<file path="config.mk">
export PLATFORM = sky130hd
export DESIGN_NAME = ps2_host_tx_ctrl
export DESIGN_NICKNAME = d
export VERILOG_FILES = /design/src/rtl/ps2_host_tx_ctrl.sv
export SDC_FILE = /design/constraint.sdc
export NUM_CORES = 1
export LEC_CHECK = 0
export ABC_AREA = 1
export CORE_MARGIN = 2
export CORE_UTILIZATION = 49
export CTS_CLUSTER_DIAMETER = 200
export DETAILED_ROUTE_END_ITERATION = 8
export HOLD_SLACK_MARGIN = 0.1
export MAX_ROUTING_LAYER = met4
export PLACE_DENSITY = 0.78
export SYNTH_ARGS = -nofsm -noshare
export SYNTH_HDL_FRONTEND = slang
export SYNTH_SLANG_ARGS = --single-unit
</file>
<file path="constraint.sdc">
create_clock -name clk -period 1.7 [get_ports clk]
set_input_delay 0.34 -clock clk [delete_from_list [all_inputs] [get_ports clk]]
set_output_delay 0.34 -clock clk [all_outputs]
set_load 0.005 [all_outputs]
</file>
<file path="src/rtl/ps2_host_tx_ctrl.sv">
// PS/2 host-to-device command transmitter: clock inhibit, request-to-send, bit shifting on
// device clock falls, ACK check and inter-edge timeout, driving open-drain enables for both lines.
module ps2_host_tx_ctrl #(
  parameter int unsigned INHIBIT_CYC = 5000,
  parameter int unsigned TIMEOUT_CYC = 1000000
) (
  input  logic       clk,
  input  logic       rst,
  input  logic       cmd_valid,
  input  logic [7:0] cmd_byte,
  output logic       cmd_ready,
  input  logic       ps2_clk_in,
  input  logic       ps2_data_in,
  output logic       ps2_clk_oe,
  output logic       ps2_data_oe,
  output logic       rx_inhibit,
  output logic       done,
  output logic       err
);

  localparam int unsigned CNT_MAX = (INHIBIT_CYC > TIMEOUT_CYC) ? INHIBIT_CYC : TIMEOUT_CYC;
  localparam int CNT_W = $clog2(CNT_MAX + 1);
  localparam logic [CNT_W-1:0] INH_LAST = CNT_W'(INHIBIT_CYC - 1);
  localparam logic [CNT_W-1:0] INH_PRE  = CNT_W'(INHIBIT_CYC - 2);
  localparam logic [CNT_W-1:0] TO_PRE   = CNT_W'(TIMEOUT_CYC - 2);

  typedef enum logic [2:0] {
    IDLE, INHIBIT, REQ, SEND, ACK, WAIT_IDLE, DONE, ERR
  } state_t;

  state_t           state, state_nx;
  logic [CNT_W-1:0] cnt, cnt_nx;
  logic [3:0]       bitcnt, bitcnt_nx;
  logic [9:0]       frame, frame_nx;
  logic             clk_oe_nx, data_oe_nx;
  logic [2:0]       clk_sync;
  logic [1:0]       data_sync;
  logic             fe, clk_s, data_s;

  assign fe     = ~clk_sync[1] & clk_sync[2];
  assign clk_s  = clk_sync[1];
  assign data_s = data_sync[1];

  assign cmd_ready  = (state == IDLE);
  assign rx_inhibit = (state != IDLE);
  assign done       = (state == DONE);
  assign err        = (state == ERR);

  always_comb begin
    state_nx   = state;
    cnt_nx     = cnt;
    bitcnt_nx  = bitcnt;
    frame_nx   = frame;
    clk_oe_nx  = ps2_clk_oe;
    data_oe_nx = ps2_data_oe;
    case (state)
      IDLE: begin
        clk_oe_nx  = 1'b0;
        data_oe_nx = 1'b0;
        if (cmd_valid) begin
          frame_nx   = {1'b1, ~^cmd_byte, cmd_byte};
          cnt_nx     = '0;
          bitcnt_nx  = '0;
          state_nx   = INHIBIT;
          clk_oe_nx  = 1'b1;
          data_oe_nx = (INHIBIT_CYC == 1);
        end
      end
      INHIBIT: begin
        cnt_nx     = cnt + CNT_W'(1);
        data_oe_nx = (cnt == INH_PRE);
        if (cnt == INH_LAST) begin
          state_nx   = REQ;
          clk_oe_nx  = 1'b0;
          data_oe_nx = 1'b1;
          cnt_nx     = '0;
        end
      end
      // Each device clock fall presents the next frame bit; the stop bit (1) releases data.
      REQ, SEND: begin
        if (fe) begin
          data_oe_nx = ~frame[0];
          frame_nx   = {1'b1, frame[9:1]};
          bitcnt_nx  = bitcnt + 4'd1;
          if (state == REQ) begin
            state_nx  = SEND;
            bitcnt_nx = 4'd1;
          end else if (bitcnt == 4'd9) begin
            state_nx = ACK;
          end
        end
      end
      ACK: begin
        data_oe_nx = 1'b0;
        if (fe) state_nx = data_s ? ERR : WAIT_IDLE;
      end
      WAIT_IDLE: begin
        if (clk_s && data_s) state_nx = DONE;
      end
      DONE: state_nx = IDLE;
      ERR: begin
        clk_oe_nx  = 1'b0;
        data_oe_nx = 1'b0;
        state_nx   = IDLE;
      end
      default: state_nx = IDLE;
    endcase

    // Inter-edge watchdog; the fall that reloads it also defers the abort by one full window.
    if (state inside {REQ, SEND, ACK, WAIT_IDLE}) begin
      cnt_nx = fe ? '0 : cnt + CNT_W'(1);
      if (!fe && (cnt == TO_PRE)) begin
        state_nx   = ERR;
        clk_oe_nx  = 1'b0;
        data_oe_nx = 1'b0;
      end
    end
  end

  always_ff @(posedge clk or negedge rst) begin
    if (!rst) begin
      state       <= IDLE;
      cnt         <= '0;
      bitcnt      <= '0;
      clk_sync    <= 3'b111;
      data_sync   <= 2'b11;
      ps2_clk_oe  <= 1'b0;
      ps2_data_oe <= 1'b0;
    end else begin
      state       <= state_nx;
      cnt         <= cnt_nx;
      bitcnt      <= bitcnt_nx;
      clk_sync    <= {clk_sync[1:0], ps2_clk_in};
      data_sync   <= {data_sync[0], ps2_data_in};
      ps2_clk_oe  <= clk_oe_nx;
      ps2_data_oe <= data_oe_nx;
    end
  end

  always_ff @(posedge clk) begin
    frame <= frame_nx;
  end

endmodule

</file>
==> flow_summary_export.csv <==
group,metric,value,unit
pwr,p_comb_share,5.8,%
yosys,ys_seq_area_share,43.4,%
critical_path,crit_fanout,2,
floorplanning,pin_count,19,
global_routing,grt-ovfl-total,0,
layout,nets,393,
yosys,synth_nets,349,
global_routing,grt_max_degree,35,
critical_path,start_kind,"register",
sta,final-setup-viol-count,0,
pwr,clkPwrFrac,36.7,%
pwr,switchingPower,408,µW
critical_path,r2r_setup_slack,0.08,ns
sta,finalHoldViolCount,0,
flow_run,cap_violations,0,
clock_tree,cts_htree_levels,2,
floorplanning,core,5110,µm²
global_routing,grt_antenna_before_repair,0,
pwr,switching_share,22.0,%
clock_tree,clk_pin_slew,0.08,ns
sta,fin_crit_sh,96.6,%
yosys,syn_area,2600,µm²
layout,antennaDiodeCount,0,
yosys,ys_async_sr_fraction,79.1,%
global_routing,grt_pass1_wl,9.82,mm
yosys,synth_seq_cells,43,
route,viasPerCell,5.31,
yosys,yosys_most_used_dff,"dfrtp_1",
floorplanning,chipHeight,76.8,µm
min_path,whs_path_depth,0,
route,vias,2373,
yosys,ys_types,35,
clock_tree,cts_tree,"built",
critical_path,endpoint_kind,"primary output",
place,place_hpwl,4.17,mm
floorplanning,rows,26,
place,io_buffers,18,
sta,fin_skew,0.00629,ns
layout,layout-drive-gt1-share,18.8,%
floorplanning,die_x,76.8,µm
critical_path,startpoint,"state[1]",
route,drtIter0Drc,211,
critical_path,reg2regPathDepth,10,
pwr,leakage,1.49,nW
route,post-route-drc-count,0,
sta,min_period,1.64,ns
min_path,min_path_type,"reg -> reg",
route,antenna_left,0,
sta,worst_pin_slew,0.513,ns
yosys,yosys_warnings,0,
sta,slew_headroom,65.5,%
clock_tree,cts_hold_buf,0,
pwr,ir_drop,0.318,mV
place,dpl-instance-area,2950,µm²
critical_path,critPathRequiredTime,1.36,ns
sta,whs,0.358,ns
route,wl_per_cell,13.4,µm
clock_tree,cts_buffers,5,
route,wirelength,5.98,mm
pwr,powerDensity,588,nW/µm²
sta,rsz0062_at_grt,"no",
status,run_status,"finished clean",
clock_tree,clk_latency,0.30,ns
clock_tree,root_buffer,"clkbuf_8",
yosys,synth_edf_count,9,
critical_path,worstSetupPathType,"reg -> out",
yosys,synthesis.instances,332,
place,gp_congestion,0.873,
sta,fmax,609,MHz
min_path,hp-start,"data_sync[0]",
floorplanning,start_util,50.9,%
clock_tree,cts_max_path_buffers,2,
critical_path,arrival,1.30,ns
critical_path,r2r-start,"state[1]",
layout,design_area,3150,µm²
pwr,internal_power,1.45,mW
route,dr.pass1.iters,4,
pwr,seqPwrFrac,57.6,%
layout,syn_to_final_growth,21.3,%
sta,maxSlewViolCount,0,
clock_tree,cts_sinks,43,
global_routing,grt_pass1_vias,2200,
yosys,avgSynthCellArea,7.83,µm²
global_routing,track_usage,21.1,%
floorplanning,fp.dieArea,5910,µm²
-- worst paths after layout --
kind	endpoint
max in group asynchronous	clk_sync[1]
max reg2reg	state[0]
min	data_sync[1]
min reg2reg	data_sync[1]
min in group asynchronous	cnt[6]
max	cmd_ready
-- worst max-delay path, stage by stage, from the launching register on --
cell,delay (ns)
dfrtp_2,0.43
nor2_4,0.12
inv_2,0.05
nor2_2,0.09
buf_4,0.11
buf_4,0.10
buf_6,0.08
-- registers in the layout, summed over array words and instances (netlist names) --
register / cells
ps2_data_oe: 1
cnt: 20
bitcnt: 4
data_sync: 2
state: 3
ps2_clk_oe: 1
clk_sync: 3
frame: 9
-- metrics by stage --
step	utilization (%)	TNS (ns)	cells	setup slack, ns	power [mW]
floorplan	-	0	332	0.224	1.13
global placement	57.7	-0.00488	429	-0.00424	1.19
detailed placement	57.7	-0.0847	429	-0.0167	1.20
CTS	60.5	-0.111	444	-0.111	1.86
global route	61.8	0	447	0.00453	1.92
finish	61.8	0	447	0.0571	1.85
-- area by class of cell --
class                   instances  area, µm²
fillers                       464       1950
multi-input cells             248       1350
flip-flops and latches         43       1130
repair buffers                 40        352
inverters                      38        144
well taps                      70       87.6
clock buffers                   7       86.3
clock inverters                 1       3.75
-- Yosys cell counts, types with 6 or more instances --
cell type,instances,share of area (%)
nand2_1,83,12
nor2_1,52,7.5
inv_1,32,4.6
dfrtp_1,29,28
nand3_1,27,5.2
edfxtp_1,9,10
xnor2_1,9,3.0
xor2_1,9,3.0
nand4_1,7,1.7
nor3_1,7,1.3
a21oi_1,6,1.2
nand2_2,6,1.4
o21ai_0,6,1.2
-- power groups by stage --
stage               clock, mW  combinational (mW)  sequential, mW
global placement            0               0.105            1.09
finish                  0.680               0.107            1.07
CTS                     0.687               0.107            1.07
detailed placement          0               0.107            1.09
global route            0.731               0.118            1.07
floorplan                   0              0.0427            1.09
-- cells by family after synthesis --
logic type	synth area share, %
buf+inv	6.98
xor+xnor	6.06
flops	43.4
compound gates	4.57
simple gates	37.1
fa+ha+maj	1.93
-- layer usage --
metal / part of all wire, % / up-vias / global-route usage, % / wire (µm)
li1: - / 1163 / - / -
met1: 44 / 1132 / 27.2 / 2660
met2: 49 / 67 / 34.1 / 2910
met3: 5.1 / 11 / 3.53 / 305
met4: 1.7 / 0 / 6.91 / 101
met5: 0 / - / - / 0
-- cell usage in the layout, fill, tap and decap left out, drive strengths merged, types with 6 or more instances in the layout --
| master | instances |
|---|---|
| nor2 | 60 |
| buf | 23 |
| nor3 | 8 |
| nand4 | 7 |
| dfrtp | 29 |
| o21ai | 6 |
| xor2 | 9 |
| clkdlybuf4s50 | 14 |
| a21oi | 6 |
| nand3 | 28 |
| xnor2 | 9 |
| inv | 37 |
| nand2 | 92 |
| clkbuf | 8 |
| nand3b | 6 |
| edfxtp | 9 |
-- repair_timing --
action	in CTS	in global routing
setup endpoints to repair	4	31
buffers inserted	7	1
resized for setup	6	16
gates cloned	0	2
pin swaps	1	6
Power figures use the tool's default switching activity.
==> patch, RTL diff (config.mk and constraints unchanged) <==
Change the parameter `INHIBIT_CYC` from 5000 to 2500.
--- a/src/rtl/ps2_host_tx_ctrl.sv
+++ b/src/rtl/ps2_host_tx_ctrl.sv
@@ -1,7 +1,7 @@
 // PS/2 host-to-device command transmitter: clock inhibit, request-to-send, bit shifting on
 // device clock falls, ACK check and inter-edge timeout, driving open-drain enables for both lines.
 module ps2_host_tx_ctrl #(
-  parameter int unsigned INHIBIT_CYC = 5000,
+  parameter int unsigned INHIBIT_CYC = 2500,
   parameter int unsigned TIMEOUT_CYC = 1000000
 ) (
   input  logic       clk,
Formal check against the unedited RTL: no difference found for any inputs over 10 cycles, from zero or initial values and one cycle with rst low; that may be too few to reach the edited logic, so the function may still have changed.
==> patch against the original RTL <==
  * Design area is 5.0% higher
  * Sequential cell count stayed put
  * Total power shrank 2.5%
  * Synthesized area increased by 6.6%
  * Non-clock buffer count up 7
  * Worst setup slack improved by 7.2 ps
  * Routed wire length increased by 13%
  * Die area is 6.3% higher
  * Clock skew grew 4.8 ps
  * Utilization fell by 1.2 points
  * Sequential share of layout area fell by 1.7 points
  * Sequential power barely moved
  * Critical endpoint is now rx_inhibit
  * Largest power group unchanged
==> patch: results (changes against the original RTL) <==
[status]
status=finished, final reports clean

[layout]
stdcell_count=485  ; +8.5%
fin_nets=429  ; +9.2%
layout-drive-gt1-share_pct=18.4  ; -0.43 points

[setup_path]
path_delay_family=flip-flops
slowest_stage=dfrtp_1
crit_fanout=3  ; +1
r2r_cells=9  ; -1

[synth]
synth-compound-area-share_pct=7.22  ; +2.6 points
syn-num-nets=384  ; +10%
synth_common_cells=96 x nand2_1, 44 x nor2_1, 41 x nand3_1
yosys_warnings=0  ; unchanged
netlist-cell-type-count=34  ; -2.9%
synth-adder-area-share_pct=1.81  ; -0.12 points
synth_area_per_cell_um2=7.55  ; -3.5%
muxShareOfSynthArea_pct=0  ; unchanged
synthTopCellsByArea=dfrtp_1 26%, nand2_1 13%, edfxtp_1 9.7%, nand3_1 7.4%, nor2_1 6.0%
synth_seq_area_share_pct=40.7  ; -2.7 points
synth-xor-area-share_pct=4.74  ; -1.3 points

[timing]
relSlewSlack_pct=78.6  ; +13 points
fin_skew_ps=11.1  ; +4.78 ps

[clock_network]
post_cts.repair.setup_buffers=2  ; -5
cts_made_buffers=5  ; unchanged
clk_pin_slew_ps=80  ; about the same
ctsResizeCount=6  ; unchanged

[grt]
grt_usage_pct=24.4  ; +3.2 points
grt_use_met3_pct=3.64  ; +0.11 points
use_met2_pct=38.1  ; +4.0 points
met1_usage_pct=32.2  ; +5.0 points
grt_pass1_wl_mm=11.7  ; +20%

[place]
dp_hpwl_mm=5.01  ; +20%
gp_congestion=0.916  ; +4.9%
io_buffers=18  ; unchanged
placedCellCount=474  ; +10%

[detailed_routing]
finalWirelength_mm=6.76  ; +13%
drt_iter0_drc=206  ; -2.4%
vias=2594  ; +9.3%

[pwr]
power.leakage_nw=1.53  ; +2.9%
swShare_pct=22.1  ; +0.11 points
ir_worst_vdd_mv=0.423  ; +33%

==> patch: worst reg2reg max path: cells and delay by family, from the launching register on <==
family / cells / cell delay, ps
buffers and inverters: 4 / 440
AO/OA/AOI/OAI: 1 / 150
flip-flops: 1 / 420
AND/OR/NAND/NOR: 4 / 480
==> patch: routing by layer <==
metal	vias up	share of wire (%)	wire length (um)
met4	0	2.1	144
met2	94	46	3140
li1	1284	-	-
met5	-	0	0
met3	16	6.1	412
met1	1200	45	3060
==> patch: through the flow <==
stage	setup slack, ps	area [um^2]	TNS (ps)	total power, W
2_1_floorplan	233	2770	0	0.00113
3_3_place_gp	47.9	3180	0	0.00119
6_report	64.3	3310	0	0.00181
4_1_cts	15.9	3270	0	0.00183
3_5_place_dp	4.70	3180	0	0.00120
5_1_grt	-1.27	3310	-1.27	0.00187
==> patch: cell type report <==
type	count	area [um^2]
Tap cell	72	90.1
Sequential cell	43	1130
Multi-Input combinational cell	271	1440
Inverter	44	168
Fill cell	499	2160
Clock buffer	7	76.3
Timing Repair Buffer	47	405
Clock inverter	1	5.00
==> patch: path summary, 6_finish.rpt <==
| check | from | to | slack (ps) |
|---|---|---|---|
| worst max-delay path | state[1]$_DFF_PN0_ | rx_inhibit | 60 |
| worst min-delay path | data_sync[0]$_DFF_PN1_ | data_sync[1]$_DFF_PN1_ | 360 |
| worst max register to register | state[1]$_DFF_PN0_ | ps2_data_oe$_DFF_PN0_ | 100 |
| worst min register to register | data_sync[0]$_DFF_PN1_ | data_sync[1]$_DFF_PN1_ | 360 |
| max in group asynchronous | rst | data_sync[0]$_DFF_PN1_ | 1030 |
| min in group asynchronous | rst | cnt[14]$_DFFE_PN0P_ | 420 |
